==> config.mk <==
export PLATFORM = sky130hd
export DESIGN_NAME = jtag_user_bridge_flat
export DESIGN_NICKNAME = d
export VERILOG_FILES = /design/src/rtl/jtag_user_bridge_if.sv /design/src/rtl/jtag_user_bridge.sv /design/src/flat_wrapper.sv
export SDC_FILE = /design/constraint.sdc
export NUM_CORES = 1
export LEC_CHECK = 0
export CAP_MARGIN = 10
export CORE_ASPECT_RATIO = 1.75
export CORE_MARGIN = 3
export CORE_UTILIZATION = 45
export CTS_BUF_LIST = sky130_fd_sc_hd__clkbuf_2 sky130_fd_sc_hd__clkbuf_4 sky130_fd_sc_hd__clkbuf_8
export DETAILED_ROUTE_END_ITERATION = 6
export GPL_ROUTABILITY_DRIVEN = 0
export GPL_TIMING_DRIVEN = 0
export PLACE_DENSITY = 0.72
export SYNTH_ARGS = -nofsm -noshare
export SYNTH_HDL_FRONTEND = slang
export SYNTH_SLANG_ARGS = --single-unit
==> constraint.sdc <==
create_clock -name tck -period 2.72 [get_ports tck]
set_input_delay 0.408 -clock tck [delete_from_list [all_inputs] [get_ports tck]]
set_output_delay 0.408 -clock tck [all_outputs]
set_load 0.05 [all_outputs]
==> src/rtl/jtag_user_bridge_if.sv <==
// Signal bundle between the BSCANE2-facing TAP decode and the user bridge.
// The master side is the TAP/solver environment; the slave side is the bridge.
interface jtag_user_bridge_if #(
    parameter int RESULT_WIDTH = 32,
    parameter int BYTE_WIDTH   = 8
);
    logic                    tdi;
    logic                    tdo;
    logic                    run_test_idle;
    logic                    ir_is_user;
    logic                    capture_dr;
    logic                    shift_dr;
    logic                    update_dr;
    logic [RESULT_WIDTH-1:0] result;
    logic                    result_valid;
    logic                    byte_valid;
    logic [BYTE_WIDTH-1:0]   byte_data;
    logic                    frame_error;

    modport master (
        output tdi, run_test_idle, ir_is_user, capture_dr, shift_dr, update_dr,
        output result, result_valid,
        input  tdo, byte_valid, byte_data, frame_error
    );

    modport slave (
        input  tdi, run_test_idle, ir_is_user, capture_dr, shift_dr, update_dr,
        input  result, result_valid,
        output tdo, byte_valid, byte_data, frame_error
    );
endinterface

==> src/rtl/jtag_user_bridge.sv <==
// USER4 DR-scan bridge: 8-bit inbound scans become byte strobes, readback scans shift out the held result.
// Optional bad-length detection is enabled by defining JTAG_USER_BRIDGE_FRAME_CHECK_EN.
module jtag_user_bridge #(
    parameter int RESULT_WIDTH = 32,
    parameter int BYTE_WIDTH   = 8
) (
    input  logic              tck,
    input  logic              test_logic_reset,
    jtag_user_bridge_if.slave bus
);

    if (RESULT_WIDTH <= 8 || RESULT_WIDTH > 63) begin : g_bad_width
        $error("jtag_user_bridge: RESULT_WIDTH must be > 8 and <= 63");
    end

    typedef enum logic [1:0] {
        IDLE,
        SHIFT,
        WAIT_UPD
    } state_t;

    state_t                  state;
    logic [5:0]              count;
    logic [BYTE_WIDTH-1:0]   in_sr;
    logic [RESULT_WIDTH-1:0] out_sr;
    logic [RESULT_WIDTH-1:0] hold;
    logic                    byte_valid;
    logic [BYTE_WIDTH-1:0]   byte_data;

    logic dr_cap;
    logic dr_shift;
    logic dr_upd;
    logic count_is_byte;

    assign dr_cap        = bus.ir_is_user & bus.capture_dr;
    assign dr_shift      = bus.ir_is_user & bus.shift_dr;
    assign dr_upd        = bus.ir_is_user & bus.update_dr;
    assign count_is_byte = (count == 6'(BYTE_WIDTH));

    // Run-Test/Idle carries no meaning for this bridge.
    logic unused_inputs;
    assign unused_inputs = bus.run_test_idle;

    // NOTE: reset is sampled inside the clocked block (synchronous); all state
    // uses non-blocking assignments so every register sees pre-edge values.
    always_ff @(posedge tck) begin
        if (test_logic_reset) begin
            state      <= IDLE;
            count      <= '0;
            in_sr      <= '0;
            out_sr     <= '0;
            hold       <= '0;
            byte_valid <= 1'b0;
            byte_data  <= '0;
        end else begin
            byte_valid <= 1'b0;

            if (bus.result_valid) begin
                hold <= bus.result;
            end

            // Capture wins over shift; a result strobe coincident with capture is loaded directly.
            if (dr_cap) begin
                count  <= '0;
                in_sr  <= '0;
                out_sr <= bus.result_valid ? bus.result : hold;
            end else if (dr_shift) begin
                if (count != 6'd63) begin
                    count <= count + 6'd1;
                end
                in_sr  <= {bus.tdi, in_sr[BYTE_WIDTH-1:1]};
                out_sr <= {1'b0, out_sr[RESULT_WIDTH-1:1]};
            end

            if (dr_upd && count_is_byte) begin
                byte_data  <= in_sr;
                byte_valid <= 1'b1;
            end

            // With the user instruction deselected the FSM freezes in place.
            if (bus.ir_is_user) begin
                if (dr_upd) begin
                    state <= IDLE;
                end else begin
                    case (state)
                        IDLE:     if (dr_cap) state <= SHIFT;
                        SHIFT:    if (!dr_shift && !dr_cap) state <= WAIT_UPD;
                        WAIT_UPD: if (dr_shift || dr_cap) state <= SHIFT;
                        default:  state <= IDLE;
                    endcase
                end
            end
        end
    end

`ifdef JTAG_USER_BRIDGE_FRAME_CHECK_EN
    logic frame_error;

    // Sticky until reset: any update whose length is neither a byte nor a readback.
    always_ff @(posedge tck) begin
        if (test_logic_reset) begin
            frame_error <= 1'b0;
        end else if (dr_upd && !count_is_byte && (count != 6'(RESULT_WIDTH))) begin
            frame_error <= 1'b1;
        end
    end

    assign bus.frame_error = frame_error;
`else
    assign bus.frame_error = 1'b0;
`endif

    assign bus.tdo        = out_sr[0];
    assign bus.byte_valid = byte_valid;
    assign bus.byte_data  = byte_data;

endmodule

==> src/flat_wrapper.sv <==
// flat-port wrapper written by rule: the top's interface ports become plain ports
module jtag_user_bridge_flat 
#(
    parameter int RESULT_WIDTH = 32,
    parameter int BYTE_WIDTH   = 8
)
  (tck, test_logic_reset, bus_tdi, bus_run_test_idle, bus_ir_is_user, bus_capture_dr, bus_shift_dr, bus_update_dr, bus_result, bus_result_valid, bus_tdo, bus_byte_valid, bus_byte_data, bus_frame_error);
  jtag_user_bridge_if #(.RESULT_WIDTH(RESULT_WIDTH), .BYTE_WIDTH(BYTE_WIDTH)) bus_i ();
  input  logic tck;
  input  logic test_logic_reset;
  input wire logic [$bits(bus_i.tdi)-1:0] bus_tdi;
  input wire logic [$bits(bus_i.run_test_idle)-1:0] bus_run_test_idle;
  input wire logic [$bits(bus_i.ir_is_user)-1:0] bus_ir_is_user;
  input wire logic [$bits(bus_i.capture_dr)-1:0] bus_capture_dr;
  input wire logic [$bits(bus_i.shift_dr)-1:0] bus_shift_dr;
  input wire logic [$bits(bus_i.update_dr)-1:0] bus_update_dr;
  input wire logic [$bits(bus_i.result)-1:0] bus_result;
  input wire logic [$bits(bus_i.result_valid)-1:0] bus_result_valid;
  output wire logic [$bits(bus_i.tdo)-1:0] bus_tdo;
  output wire logic [$bits(bus_i.byte_valid)-1:0] bus_byte_valid;
  output wire logic [$bits(bus_i.byte_data)-1:0] bus_byte_data;
  output wire logic [$bits(bus_i.frame_error)-1:0] bus_frame_error;
  assign bus_i.tdi = bus_tdi;
  assign bus_i.run_test_idle = bus_run_test_idle;
  assign bus_i.ir_is_user = bus_ir_is_user;
  assign bus_i.capture_dr = bus_capture_dr;
  assign bus_i.shift_dr = bus_shift_dr;
  assign bus_i.update_dr = bus_update_dr;
  assign bus_i.result = bus_result;
  assign bus_i.result_valid = bus_result_valid;
  assign bus_tdo = bus_i.tdo;
  assign bus_byte_valid = bus_i.byte_valid;
  assign bus_byte_data = bus_i.byte_data;
  assign bus_frame_error = bus_i.frame_error;
  jtag_user_bridge #(.RESULT_WIDTH(RESULT_WIDTH), .BYTE_WIDTH(BYTE_WIDTH)) u_core (.tck(tck), .test_logic_reset(test_logic_reset), .bus(bus_i));
endmodule
# Yosys cells after proc, flatten, opt, wreduce, memory -nomap -nowiden
# Cells that the tools add are included.
# W data, S select, Z words.
[op_classes]
addsub = 1
eq_ne = 2
mux = 4
bitwise_logic = 3
reduce_logical = 4
[ops]
columns = ["cell", "n"]
rows = [
  ["$mux W32", 3],
  ["$add A6 B1 Y6 const B", 1],
  ["$eq A6 B4 Y1 const B", 1],
  ["$ne A6 B6 Y1 const B", 1],
  ["$and A1 B1 Y1", 3],
  ["$reduce_and A2 Y1", 1],
  ["$reduce_bool A2 Y1", 1],
  ["$reduce_or A2 Y1", 1],
  ["$logic_and A1 B1 Y1", 1],
  ["$mux W1", 1],
]
[totals]
regBits = 87
output_inout_bits = 11
elab_cells = 20

# Depth between registers and ports, before layout
[depth]
ltp_word = 3
mapped_depth = 6
ltp_nobuf = 5

# Worst setup path after synthesis
# Ideal clock, no wire load.
[synth_timing]
kind = "input port to flip-flop"
startpoint = "input bus_result_valid"
endpoint = "register u_core.out_sr[24]"
setup_ps = 128
arrival_ps = 1266
required_ps = 2592
slack_ps = 1326
path_stages = 5
n_path_buf = 2
cell_sequence = "buf_6 buf_6 mux2_1 a222oi_1 nor2_1"
[synth_via]
elab_chain_len = 2
[synth_rtl]
columns = ["item", "line_no", "rtl"]
rows = [
  ["from (decl)", "flat_wrapper.sv:18", "input wire logic [$bits(bus_i.result_valid)-1:0] bus_result_valid;"],
  ["$mux W32", "jtag_user_bridge.sv:66", "out_sr <= bus.result_valid ? bus.result : hold;"],
  ["$mux W32", "jtag_user_bridge.sv:63", "if (dr_cap) begin"],
  ["to (signal assigned)", "jtag_user_bridge.sv:66", ""],
  ["to (signal assigned)", "jtag_user_bridge.sv:72", "out_sr <= {1'b0, out_sr[RESULT_WIDTH-1:1]};"],
  ["to (decl)", "jtag_user_bridge.sv:25", "logic [RESULT_WIDTH-1:0] out_sr;"],
]
# No other way between the ends.
# A chain may end at the register's enable or synchronous reset.

# Worst setup path after layout
[layout_timing]
startpoint = "register u_core.out_sr[0]"
endpoint = "output bus_tdo"
[layout_lines]
columns = ["item", "line_no", "rtl"]
rows = [
  ["to (decl)", "flat_wrapper.sv:19", "output wire logic [$bits(bus_i.tdo)-1:0] bus_tdo;"],
]
# No word-level cell between the ends.

==> metrics.md <==
| Metric | Value |
|---|---|
| Status | `finished clean` |
| Power Density | `582 nW/um^2` |
| Clock power share | `0.344` |
| Critical path's slowest cell | `clkdlybuf4s50_1` |
| Switching power total | `0.630 mW` |
| Post-synthesis simple-gate area fraction | `0.156` |
| Switch share | `0.251` |
| Clock latency at the later pin of the worst-skew pair | `around 360 ps` |
| Core region area | `7620 um^2` |
| Syn Area/Cell | `10.0 um^2` |
| Async set or reset register ratio after synthesis | `0` |
| Final ANT Viol Nets | `0` |
| Nets@finish | `about 450` |
| Ant. Diodes | `0` |
| Clk sinks | `just under 90` |
| Vias in the first global route | `2772` |
| Root Driver | `clkbuf_8` |
| Initial antenna violation count | `0` |
| Reg clk slew, reported paths | `90 ps` |
| Post-CTS Setup Repair Bufs | `0` |
| Crit. End Element | `output pin` |
| IO Port Bufs | `48` |
| FP Rows | `42` |
| Primary FF master, synth | `dfxtp_1` |
| Crit path time final | `1940 ps` |
| Fin. Hold Viols | `0` |
| Distinct cells, synth | `between 40 and 50` |
| Fmax | `a little over 500 MHz` |
| Synth Cell Area | `3540 um^2` |
| Setup Skew | `11.5 ps` |
| First-pass GRT wire length | `13400 um` |
| Register area share after synthesis | `0.493` |
| Cts bufs inserted | `9` |
| Slew HR | `0.576` |
| CTS tree | `done` |
| Synth area leader | `dfxtp_1` |
| Crit share post-route | `0.712` |
| DR iter-0 viols | `195` |
| Largest family of logic cells by synthesized area | `compound AO/OA/AOI/OAI gates` |
| Max Cap Violations | `0` |
| Vert. Die Dim | `about 120 um` |
| CP Buf/Inv Count | `1` |
| Post-synth top area share | `0.493` |
| P_leak | `1.70 nW` |
| Final worst slack | `783 ps` |
| Slew @ Worst Pin | `636 ps` |
| CP delay by family, top | `buffers and inverters` |
| Peak VDD IR | `0.334 mV` |
| HP Class | `in2reg` |
| DRC errors left | `0` |
| Most instantiated cells after synthesis | `dfxtp_1, a211oi_1, nor2_1` |
| Cells after Synth | `352` |
| Via count | `2809` |
| Total global-route track usage | `0.195` |
| Synth Register Bits | `87` |
| Xor/xnor cell area share of the yosys netlist | `0` |
| CTS Buffer Depth | `2` |
| Synthesized Nets | `395` |
| PostCTS Resize Cnt | `0` |
| Adder-Cell Fraction of Synth Area | `0.00708` |
| Largest net degree at the start of global routing | `15` |
| Routed len/inst | `around 17 um` |
| CP peak stage delay | `810 ps` |
| Post-synthesis compound-gate area fraction | `0.178` |
| Total detailed-routing wirelength | `8320 um` |
| Sequential power share | `0.537` |
| Logic pwr share | `0.119` |
| CP Data Required Time | `2310 ps` |
| Via density | `5.57` |
| Gr ovfl total | `0` |
| Synth area leaders | `dfxtp_1, a211oi_1, mux2i_1, a222oi_1, mux2_4` |
| Setup CP Type | `reg2out` |
| RSZ-0062 raised after global routing | `no` |
| H-tree depth | `3` |
| Die width | `roughly 73 um` |
| Final setup viols | `0` |
| CP Cell Sequence | `clkdlybuf4s50_1` |
| CP startpoint kind | `flop` |
| Detailed Place HPWL | `6060 um` |
| Cts hold-fix bufs | `0` |
| Critical Path AT | `1530 ps` |
| Pre-antenna DRT Iters | `4` |
| Internal power | `approximately 1.9 mW` |
| IO Pins | `52` |
| P&R area growth vs syn | `22.2%` |
| Yosys warns | `0` |
| Share of cells above drive strength 1 | `0.130` |
| Number of flops mapped to enable cells by yosys | `0` |
| Initial core utilization | `0.464` |
| Fin. max-slew vios | `0` |
| Post-synthesis mux area share | `0.106` |
| Most numerous cell in the Yosys netlist | `dfxtp_1` |
| Die Area | `~9000 um^2` |
| CP Max Fanout | `2` |
| Dpl ws | `595 ps` |
| TNS Setup | `0 ps` |
## final timing paths
path,start,end,slack (ps),depth (start not counted)
worst min-delay path,bus_result_valid,u_core.hold[30],460,3
worst max-delay path,u_core.out_sr[0],bus_tdo,780,1
worst min register to register,u_core.in_sr[0],u_core.in_sr[0],470,2
worst max register to register,u_core.count[2],u_core.bus.byte_data[1],1300,5
## per-layer routing
layer | track usage | part of all wire | vias up
li1 | - | - | 1400
met1 | 0.216 | 0.40 | 1328
met2 | 0.347 | 0.54 | 73
met3 | 0.0415 | 0.044 | 8
met4 | 0.0901 | 0.015 | 0
met5 | 0 | 0 | -
## state kept, by name (all words and copies together), names as in the netlist
name                   flops
u_core.out_sr             32
u_core.hold               32
u_core.bus.byte_data       8
u_core.in_sr               8
u_core.bus.byte_valid      1
u_core.count               6
## power groups by stage
stage          Sequential [mW]  Combinational [mW]  Clock (mW)
6_report                  1.35               0.299       0.865
5_1_grt                   1.36               0.325       0.919
4_1_cts                   1.35               0.301       0.878
3_5_place_dp              1.38               0.298           0
3_3_place_gp              1.38               0.294           0
2_1_floorplan             1.38               0.184           0
## final cells by class
type | count | area, um^2
plain buffers | 33 | 200
clock buffers | 12 | 165
clock inverters | 4 | 27.5
fillers | 705 | 3300
inverters | 2 | 7.51
multi-input cells | 230 | 1590
flip-flops and latches | 87 | 1740
well taps | 88 | 110
repair buffers | 48 | 480
## per-stage QoR
step                      hold WS (ps)  utilization  cells  cell area [um^2]  total power [mW]
after floorplan                    435            -    352              3540              1.56
after global placement             446        0.542    488              4130              1.67
after detailed placement           460        0.542    488              4130              1.68
after CTS                          440        0.567    504              4320              2.53
after global routing               467        0.567    504              4320              2.60
final                              458        0.567    504              4320              2.52
## tightest hold or removal path: stages
cell and delay (ps):
buf_6 90, mux2_2 160, nor2b_1 110
## cell families (layout without fill, tap and decap cells)
kind of cell               Yosys count  after routing
and+or+nand+nor                    107            107
AOI/OAI and AO/OA                   87             87
DFF                                 87             87
buffers and inverters               35             99
muxes                               33             33
adders and majority gates            2              2
other                                1              1
## cells in the final DEF, fill, tap and decap left out, types with 3 or more instances in the layout
cell / netlist / layout
dfxtp_1: 87 / 87
clkdlybuf4s50_1: 0 / 48
nor2_1: 32 / 32
a211oi_1: 32 / 32
mux2i_1: 21 / 21
nand2_1: 20 / 20
a21oi_1: 20 / 20
and3_1: 17 / 17
a222oi_1: 12 / 12
nor2b_1: 12 / 12
clkbuf_8: 0 / 12
buf_2: 11 / 11
nand3_1: 10 / 10
clkbuf_1: 8 / 8
mux2_4: 8 / 8
o21ai_0: 8 / 8
buf_6: 7 / 7
nor3_1: 4 / 4
buf_1: 3 / 3
a22oi_1: 3 / 3
o2bb2ai_1: 3 / 3
mux2_2: 3 / 3
Note: power is estimated with default switching activity, not from simulation.
